$ cat config.mk
export PLATFORM = sky130hd
export DESIGN_NAME = reg_write_scheduler
export DESIGN_NICKNAME = d
export VERILOG_FILES = /design/src/rtl/reg_sched_pkg.sv /design/src/rtl/rr_arb2.sv /design/src/rtl/reg_write_scheduler.sv
export SDC_FILE = /design/constraint.sdc
export NUM_CORES = 1
export LEC_CHECK = 0
export CAP_MARGIN = 40
export CORE_MARGIN = 2
export CORE_UTILIZATION = 49
export CTS_BUF_LIST = sky130_fd_sc_hd__clkbuf_8
export CTS_CLUSTER_DIAMETER = 120
export CTS_CLUSTER_SIZE = 12
export DETAILED_ROUTE_END_ITERATION = 10
export PLACE_DENSITY_LB_ADDON = 0.15
export SYNTH_ARGS = -nofsm -noshare
export SYNTH_HDL_FRONTEND = slang
export SYNTH_SLANG_ARGS = --single-unit
$ cat constraint.sdc
create_clock -name clk -period 4.1 [get_ports clk]
set_input_delay 0.41 -clock clk [delete_from_list [all_inputs] [get_ports clk]]
set_output_delay 0.41 -clock clk [all_outputs]
set_load 0.02 [all_outputs]
$ cat src/rtl/reg_sched_pkg.sv
// Shared definitions for the register-file write scheduler.
//   DEF_NUM_REGS / DEF_ADDR_W / DEF_DATA_W : default geometry
//   req_e    : writeback requester identity (ALU = 0, MEM = 1)
//   wb_req_t : one writeback request (valid, addr, data) at default widths
package reg_sched_pkg;

  localparam int unsigned DEF_NUM_REGS = 32;
  localparam int unsigned DEF_ADDR_W   = 5;
  localparam int unsigned DEF_DATA_W   = 32;

  typedef enum logic {
    REQ_ALU = 1'b0,
    REQ_MEM = 1'b1
  } req_e;

  typedef struct packed {
    logic                  valid;
    logic [DEF_ADDR_W-1:0] addr;
    logic [DEF_DATA_W-1:0] data;
  } wb_req_t;

endpackage

$ cat src/rtl/rr_arb2.sv
// Two-input round-robin arbiter.
//   clk, reset (async, active low)
//   req[1:0]   : request vector, bit 0 = ALU, bit 1 = MEM
//   grant[1:0] : one-hot grant (combinational from req and last winner)
// On contention the requester that did not win most recently is granted.
// After reset the last winner is MEM, so ALU wins the first contention.
module rr_arb2
  import reg_sched_pkg::*;
(
  input  logic       clk,
  input  logic       reset,
  input  logic [1:0] req,
  output logic [1:0] grant
);

  req_e last;

  always_ff @(posedge clk or negedge reset) begin
    if (!reset) begin
      last <= REQ_MEM;
    end else if (grant[0]) begin
      last <= REQ_ALU;
    end else if (grant[1]) begin
      last <= REQ_MEM;
    end
  end

  always_comb begin
    grant = '0;
    case (req)
      2'b01:   grant = 2'b01;
      2'b10:   grant = 2'b10;
      2'b11:   grant = (last == REQ_MEM) ? 2'b01 : 2'b10;
      default: grant = '0;
    endcase
  end

endmodule

$ cat src/rtl/reg_write_scheduler.sv
// Write-port scheduler and busy-bit scoreboard for the decode-stage
// register file.
//   clk, reset (async, active low)
//   alloc_valid/alloc_addr/alloc_ready : decode marks a destination pending
//   rd_addr1/rd_addr2/rd_stall         : decode source operand busy check
//   alu_wb_* / mem_wb_*                : writeback requesters (valid/ready)
//   reg_wr/reg_wr_addr/reg_wr_data     : registered register-file write port
//   busy_vec                           : registered scoreboard
// Optional macro REG_WRITE_SCHED_R0_ZERO_EN: register 0 is hardwired zero,
// never marked busy, and writebacks to it are granted but not written.
module reg_write_scheduler
  import reg_sched_pkg::*;
#(
  parameter int unsigned NUM_REGS = DEF_NUM_REGS,
  parameter int unsigned ADDR_W   = DEF_ADDR_W,
  parameter int unsigned DATA_W   = DEF_DATA_W
) (
  input  logic                clk,
  input  logic                reset,
  input  logic                alloc_valid,
  input  logic [ADDR_W-1:0]   alloc_addr,
  output logic                alloc_ready,
  input  logic [ADDR_W-1:0]   rd_addr1,
  input  logic [ADDR_W-1:0]   rd_addr2,
  output logic                rd_stall,
  input  logic                alu_wb_valid,
  input  logic [ADDR_W-1:0]   alu_wb_addr,
  input  logic [DATA_W-1:0]   alu_wb_data,
  output logic                alu_wb_ready,
  input  logic                mem_wb_valid,
  input  logic [ADDR_W-1:0]   mem_wb_addr,
  input  logic [DATA_W-1:0]   mem_wb_data,
  output logic                mem_wb_ready,
  output logic                reg_wr,
  output logic [ADDR_W-1:0]   reg_wr_addr,
  output logic [DATA_W-1:0]   reg_wr_data,
  output logic [NUM_REGS-1:0] busy_vec
);

  logic [NUM_REGS-1:0] busy;
  logic [NUM_REGS-1:0] set_vec;
  logic [NUM_REGS-1:0] clr_vec;
  logic [NUM_REGS-1:0] busy_next;
  logic [1:0]          grant;
  logic                win;
  logic                wr_en;
  logic [ADDR_W-1:0]   win_addr;
  logic [DATA_W-1:0]   win_data;

  rr_arb2 u_arb (
    .clk   (clk),
    .reset (reset),
    .req   ({mem_wb_valid, alu_wb_valid}),
    .grant (grant)
  );

  assign alu_wb_ready = grant[0];
  assign mem_wb_ready = grant[1];
  assign busy_vec     = busy;

  always_comb begin
    alloc_ready = !busy[alloc_addr];
`ifdef REG_WRITE_SCHED_R0_ZERO_EN
    if (alloc_addr == '0) alloc_ready = 1'b1;
`endif
    rd_stall = busy[rd_addr1] | busy[rd_addr2];

    win      = |grant;
    win_addr = grant[1] ? mem_wb_addr : alu_wb_addr;
    win_data = grant[1] ? mem_wb_data : alu_wb_data;
`ifdef REG_WRITE_SCHED_R0_ZERO_EN
    wr_en = win && (win_addr != '0);
`else
    wr_en = win;
`endif

    set_vec = '0;
    clr_vec = '0;
    if (alloc_valid && alloc_ready) set_vec[alloc_addr] = 1'b1;
    if (win)                        clr_vec[win_addr]   = 1'b1;
    // Set is applied after clear so a same-cycle alloc keeps the bit high.
    busy_next = (busy & ~clr_vec) | set_vec;
`ifdef REG_WRITE_SCHED_R0_ZERO_EN
    busy_next[0] = 1'b0;
`endif
  end

  always_ff @(posedge clk or negedge reset) begin
    if (!reset) begin
      busy        <= '0;
      reg_wr      <= 1'b0;
      reg_wr_addr <= '0;
      reg_wr_data <= '0;
    end else begin
      busy   <= busy_next;
      reg_wr <= wr_en;
      if (win) begin
        reg_wr_addr <= win_addr;
        reg_wr_data <= win_data;
      end
    end
  end

endmodule
-- Yosys cells after proc, flatten, opt, wreduce, memory -nomap -nowiden
Cells that the tools add are included.
- bits of input ports: 94
- flip-flop bits (word level): 71
- word-level logic and storage cells: 42
- reductions and logical operators: 6
- equal/unequal tests: 3
- multiplexer cells: 18
- bitwise gates (word level): 4
- $lt $le $gt $ge: 6
- operator list (cell ; count):
    32-bit 2-to-1 mux ; 3
    32-bit AND ; 1
    32-bit inverter ; 1
    32-bit bitwise OR ; 1
    5-bit by 6-bit < comparator with 1-bit output (second input constant) ; 4
    1-bit binary-select mux with 5-bit select ; 3
    1-bit demux with 5-bit select ; 2
    5-bit by 1-bit >= comparator with 1-bit output (second input constant) ; 2
    1-bit 2-to-1 mux ; 7
    2-bit one-hot mux with 3 select lines ; 1
    5-bit 2-to-1 mux ; 1
    2-bit == test (second input constant) ; 2
    1-bit logical AND ; 3
    2-bit by 1-bit == test with 1-bit output (second input constant) ; 1
    2-bit 2-to-1 mux ; 1
    2-bit nonzero test ; 1
    2-bit OR reduction ; 1
    1-bit zero test ; 1
    1-bit bitwise OR ; 1

-- Longest topological paths before layout
- word-level depth: 11
- depth in mapped cells: 8
- depth with buffers taken out: 6

-- By module
A second synthesis with hierarchy kept.
- cell total of the unflattened synthesis: 396
- area, all modules: 4179.0 µm²
- by module, submodules not included (module ; area an instance (µm²) ; sequential area each (µm²) ; cells an instance ; times used):
    reg_write_scheduler ; 4125.2 ; 1751.7 ; 390 ; 1
    rr_arb2 ; 53.8 ; 26.3 ; 6 ; 1

-- Least setup slack after synthesis
Ideal clock, no wire load.
- path kind: register to output
- from: register busy[19], in the netlist busy_vec[19]
- to: output alloc_ready
- cell stages (with the launch flop): 8
- arrival time: 2085 ps
- setup slack: 1605 ps
- path buffers: 2
- cells stage by stage: dfrtp_1 mux4_2 a32oi_1 o221ai_1 a311o_1 buf_6 buf_6 nor2_1
- cells in the longest elaborated chain, start to end: 3
- ends and longest elaborated chain (element ; line ; text):
    start: declaration ; reg_write_scheduler.sv:40 ; logic [NUM_REGS-1:0] busy;
    start signal: assignment ; reg_write_scheduler.sv:95 ; busy <= busy_next;
    1-bit binary-select mux with 5-bit select ; reg_write_scheduler.sv:62 ; alloc_ready = !busy[alloc_addr];
    1-bit 2-to-1 mux (implied by the code) ; reg_write_scheduler.sv:62 ;
    1-bit zero test ; reg_write_scheduler.sv:62 ;
    end: declaration ; reg_write_scheduler.sv:22 ; output logic alloc_ready,
No other way between the ends. The select of a mux whose other input is x is not followed.

-- Final worst setup path
- from: input alloc_addr[0]
- to: output alloc_ready
- cells in the longest elaborated chain, start to end: 3
- ends and longest elaborated chain (element ; line ; text):
    start: declaration ; reg_write_scheduler.sv:21 ; input logic [ADDR_W-1:0] alloc_addr,
    1-bit binary-select mux with 5-bit select ; reg_write_scheduler.sv:62 ;
    1-bit 2-to-1 mux (implied by the code) ; reg_write_scheduler.sv:62 ;
    1-bit zero test ; reg_write_scheduler.sv:62 ;
No other way between the ends. The select of a mux whose other input is x is not followed.

==> results.txt <==
----------------------------------------------------
[Status]
  Result of the run ... finished clean

[Routing]
  DRT Pass-1 Iters ... 5
  Sum of routed wire length over all layers ... between 10000 and 15000 um
  Overall via count from detail_route ... 4360
  Initial detailed-routing violation count ... 276
  Remaining antenna violation count ... 0
  Drt drc ... 0
  Mean routed wirelength per cell ... 19.6 um
  Vias per cell ... 6.14

[STA]
  Clock period minus final worst setup slack ... 3.49 ns
  Pins Over Slew Limit ... 0
  Smallest hold slack ... 0.136 ns
  Final Hold Vio Count ... 0
  Worst max-slew margin expressed relative to the limit ... 0.447
  Top achievable clock speed ... around 290 MHz
  Unrepaired setup endpoints after global routing ... false
  Ratio of final minimum period to clock period ... 0.851
  Final setup skew ... about 0.0086 ns
  Setup Total Neg Slack ... 0 ns
  Slew at the pin closest to its max-slew limit ... 0.830 ns
  Setup Viol. Count Final ... 0

[Synthesis]
  Share of synthesized area occupied by flip-flops and latches ... 0.411
  Top FF cell, synth ... sky130_fd_sc_hd__dfrtp_1
  Async set or reset register ratio after synthesis ... 1.00
  Synthesized-area fraction occupied by ao, oa, aoi and oai cells ... 0.188
  Most frequent cell after synthesis ... sky130_fd_sc_hd__nor2_1
  Dominant combinational cell family by area after synthesis ... multiplexers
  Simple-gate area share of the yosys netlist ... 0.137
  Share of synthesized cell area in full adder, half adder and majority cells ... 0
  Post-synth EDFFs ... 0
  Distinct cells, synth ... between 40 and 50
  Library cell with the largest summed area after synthesis ... sky130_fd_sc_hd__dfrtp_1
  Xor and xnor fraction of the mapped netlist area ... 0
  Number of warnings reported in the yosys synthesis log ... 0
  Top cells by area, synth ... sky130_fd_sc_hd__dfrtp_1, sky130_fd_sc_hd__mux2_2, sky130_fd_sc_hd__mux4_2, sky130_fd_sc_hd__nor2_1, sky130_fd_sc_hd__o22ai_1
  Proportion of netlist area held by the largest area contributor ... 0.405
  Synth Instances ... 442
  Ranking of synthesized cells by instance count ... sky130_fd_sc_hd__nor2_1, sky130_fd_sc_hd__dfrtp_1, sky130_fd_sc_hd__mux2_2, sky130_fd_sc_hd__o22ai_1, sky130_fd_sc_hd__o21ai_0
  Number of register bits inferred by synthesis ... 71
  Share of cell area taken by muxes after synthesis ... 0.218
  Number of nets produced by synthesis ... ~540
  Mean Syn Cell Area ... a little under 10 um2
  Combined area of all synthesized cells ... 4330 um2

[Clock tree]
  Root Buffer Master ... sky130_fd_sc_hd__clkbuf_8
  Num CTS Buffers ... 9
  Skew-Pair Late Insertion Delay ... 0.35 ns
  Post-CTS Hold Fix Bufs ... 0
  Post-cts sizing count ... 0
  Clock-pin slew of the registers on the worst-case setup and hold paths ... 0.09 ns
  Buffers inserted during post-CTS setup optimization ... 0
  CTS Buffer Depth ... 2
  Clock tree from TritonCTS ... done
  Number of sinks driven by the clock tree ... 71
  Total number of H-tree levels ... 3

[Worst setup path]
  Maximum single-stage delay on the critical path ... 0.62 ns
  Crit Path Max Fanout ... 7
  Worst reg-to-reg setup slack ... around 1.8 ns
  Total number of cells along the worst setup path ... 8
  Launch point of the critical path ... alloc_addr[0]
  Slowest library cell on the worst path ... sky130_fd_sc_hd__clkdlybuf4s50_1
  CP top delay family ... buffers and inverters
  Terminus of the critical flop-to-flop path ... busy_vec[19]
  Sort of element at the start of the critical path ... input pin
  Critical path start-end classification ... input pin to output port
  Required time of the critical path ... about 3.7 ns
  CP bufs+invs ... 3
  Most frequent cell on the critical path ... sky130_fd_sc_hd__clkdlybuf4s50_1
  End of the critical path ... alloc_ready
  Worst reg-to-reg path cell count ... 6
  Chain of cells forming the critical path ... clkdlybuf4s50_1 -> buf_4 -> mux4_2 -> a32oi_1 -> o221ai_1 -> a311o_1 -> nor2_1 -> clkdlybuf4s50_1
  Critical Path End Type ... output port
  Worst R2R Start ... u_arb.last
  Crit path arrival time ... around 3.1 ns

[Layout]
  Layout Area Growth over Synthesis ... 44.2%
  Non-filler instance count after layout ... 710
  Layout cells sized above 1 ... 0.140
  Number of antenna cells inserted ... 0
  Nets ... between 600 and 700

[Die]
  Standard-cell rows ... 34
  Number of ports placed on the die boundary ... about 170
  Die Height ... 98.0 um
  Core Box Area ... 8640 um2
  Overall die width ... 98.0 um
  Starting density of the core ... 0.501
  Die Outline Area ... 9600 um2

[Global route]
  Grt met3 use ... 0.0766
  Number of global-route vias before repair ... around 4500
  Largest net degree at the start of global routing ... 41
  First-pass GRT wire length ... 22700 um
  Met2 Track Usage GR ... 0.485
  Met1 routing resource usage after global routing ... 0.376
  GRT busiest layer ... met2
  All-Layer GR Usage ... 0.292
  Antenna violations before repair ... 0
  Grt total ovfl ... 0

[Run]
  Max Cap Violations ... 0

[Hold path]
  Path type of the worst min-delay path ... input pin to async pin

[Power and ir drop]
  Ratio of total power to cell area ... 463 nW/um2
  Static Leak ... ~2.5 nW
  Worst-case vdd ir drop ... 260 uV

[Placed design]
  Placed wire-length estimate after detailed placement ... 10300 um
  RD Place Congestion ... 0.940
  Total instance count after detailed placement ... 694
  Count of input and output buffers ... 167

----------------------------------------------------
-- flip-flops by register name (all words and copies together), names as in the netlist --
| signal | flops |
|---|---|
| busy_vec | 32 |
| reg_wr_data | 32 |
| reg_wr_addr | 5 |
| reg_wr | 1 |
| u_arb.last | 1 |
-- cell families (layout without fill, tap and decap cells) --
family / count (synthesis) / after routing
multiplexers: 71 / 71
AND/OR/NAND/NOR: 132 / 132
flip-flops: 71 / 71
AO/OA/AOI/OAI: 122 / 122
buffers and inverters: 46 / 206
-- layout make-up --
cell class | count | area (um2)
Tap cell | 108 | 135
Multi-Input combinational cell | 325 | 2350
Sequential cell | 71 | 1780
Inverter | 15 | 56.3
Clock inverter | 7 | 78.8
Timing Repair Buffer | 175 | 1720
Fill cell | 657 | 2390
Clock buffer | 9 | 124
-- stage by stage --
| stage | area (um2) | utilization | total power, mW | setup slack (ns) |
|---|---|---|---|---|
| 2_1_floorplan | 4330 | - | 1.68 | 1.61 |
| 3_3_place_gp | 6040 | 0.699 | 2.28 | 0.631 |
| 3_5_place_dp | 6040 | 0.699 | 2.32 | 0.590 |
| 4_1_cts | 6240 | 0.723 | 2.89 | 0.595 |
| 5_1_grt | 6240 | 0.723 | 3.02 | 0.468 |
| 6_report | 6240 | 0.723 | 2.89 | 0.612 |
-- power by group --
group / leakage, nW / total, mW / internal, mW / switching [mW]
combinational: 1.53 / 1.23 / 0.633 / 0.593
sequential: 0.842 / 1.09 / 0.861 / 0.228
clock: 0.0925 / 0.577 / 0.286 / 0.291
total: 2.46 / 2.89 / 1.78 / 1.11
-- cells in the final DEF (no fill, tap or decap), types with 3 or more instances in the layout --
master                            netlist  routed
sky130_fd_sc_hd__a21oi_1                6       6
sky130_fd_sc_hd__nand3b_1               5       5
sky130_fd_sc_hd__nand2_1               18      18
sky130_fd_sc_hd__a22oi_1                3       3
sky130_fd_sc_hd__mux2i_1               21      21
sky130_fd_sc_hd__nand3_1                4       4
sky130_fd_sc_hd__o22ai_1               35      35
sky130_fd_sc_hd__mux4_2                15      15
sky130_fd_sc_hd__nor2b_1                7       7
sky130_fd_sc_hd__mux2_2                35      35
sky130_fd_sc_hd__o32ai_1                5       5
sky130_fd_sc_hd__inv_1                 14      14
sky130_fd_sc_hd__clkbuf_8               0       9
sky130_fd_sc_hd__clkdlybuf4s50_1        0     165
sky130_fd_sc_hd__buf_4                  1       8
sky130_fd_sc_hd__clkinvlp_4             0       3
sky130_fd_sc_hd__a221oi_1               6       6
sky130_fd_sc_hd__dfrtp_1               70      70
sky130_fd_sc_hd__nand2b_1               7       7
sky130_fd_sc_hd__nor2_1                79      79
sky130_fd_sc_hd__o21ai_0               33      33
sky130_fd_sc_hd__o31ai_1               18      18
-- worst reg2reg max path: stages (launching register included) --
cell and delay, ns:
sky130_fd_sc_hd__dfstp_2 0.56, sky130_fd_sc_hd__a21bo_2 0.40, sky130_fd_sc_hd__inv_2 0.19, sky130_fd_sc_hd__mux2i_1 0.41, sky130_fd_sc_hd__nand2_1 0.24, sky130_fd_sc_hd__o21ai_0 0.28
sky130_fd_sc_hd__o31ai_1 0.12
-- layer usage --
| layer | share of wire | up-vias |
|---|---|---|
| met5 | 0 | - |
| met4 | 0.015 | 0 |
| met3 | 0.083 | 23 |
| met2 | 0.50 | 225 |
| met1 | 0.41 | 2153 |
| li1 | - | 1959 |
-- worst min path at each step --
| stage | depth (start not counted) | start | to | slack [ns] |
|---|---|---|---|---|
| 2_1_floorplan | 0 | reset | busy_vec[0] | 0.11 |
| 3_3_place_gp | 2 | reg_wr_addr[2] | reg_wr_addr[2] | 0.51 |
| 3_5_place_dp | 1 | u_arb.last | u_arb.last | 0.53 |
| 4_1_cts | 1 | reset | reg_wr_data[12] | 0.16 |
| 5_1_grt | 1 | reset | reg_wr_data[12] | 0.20 |
| 6_report | 1 | reset | reg_wr_data[12] | 0.14 |
(Power assumes the default switching activity.)
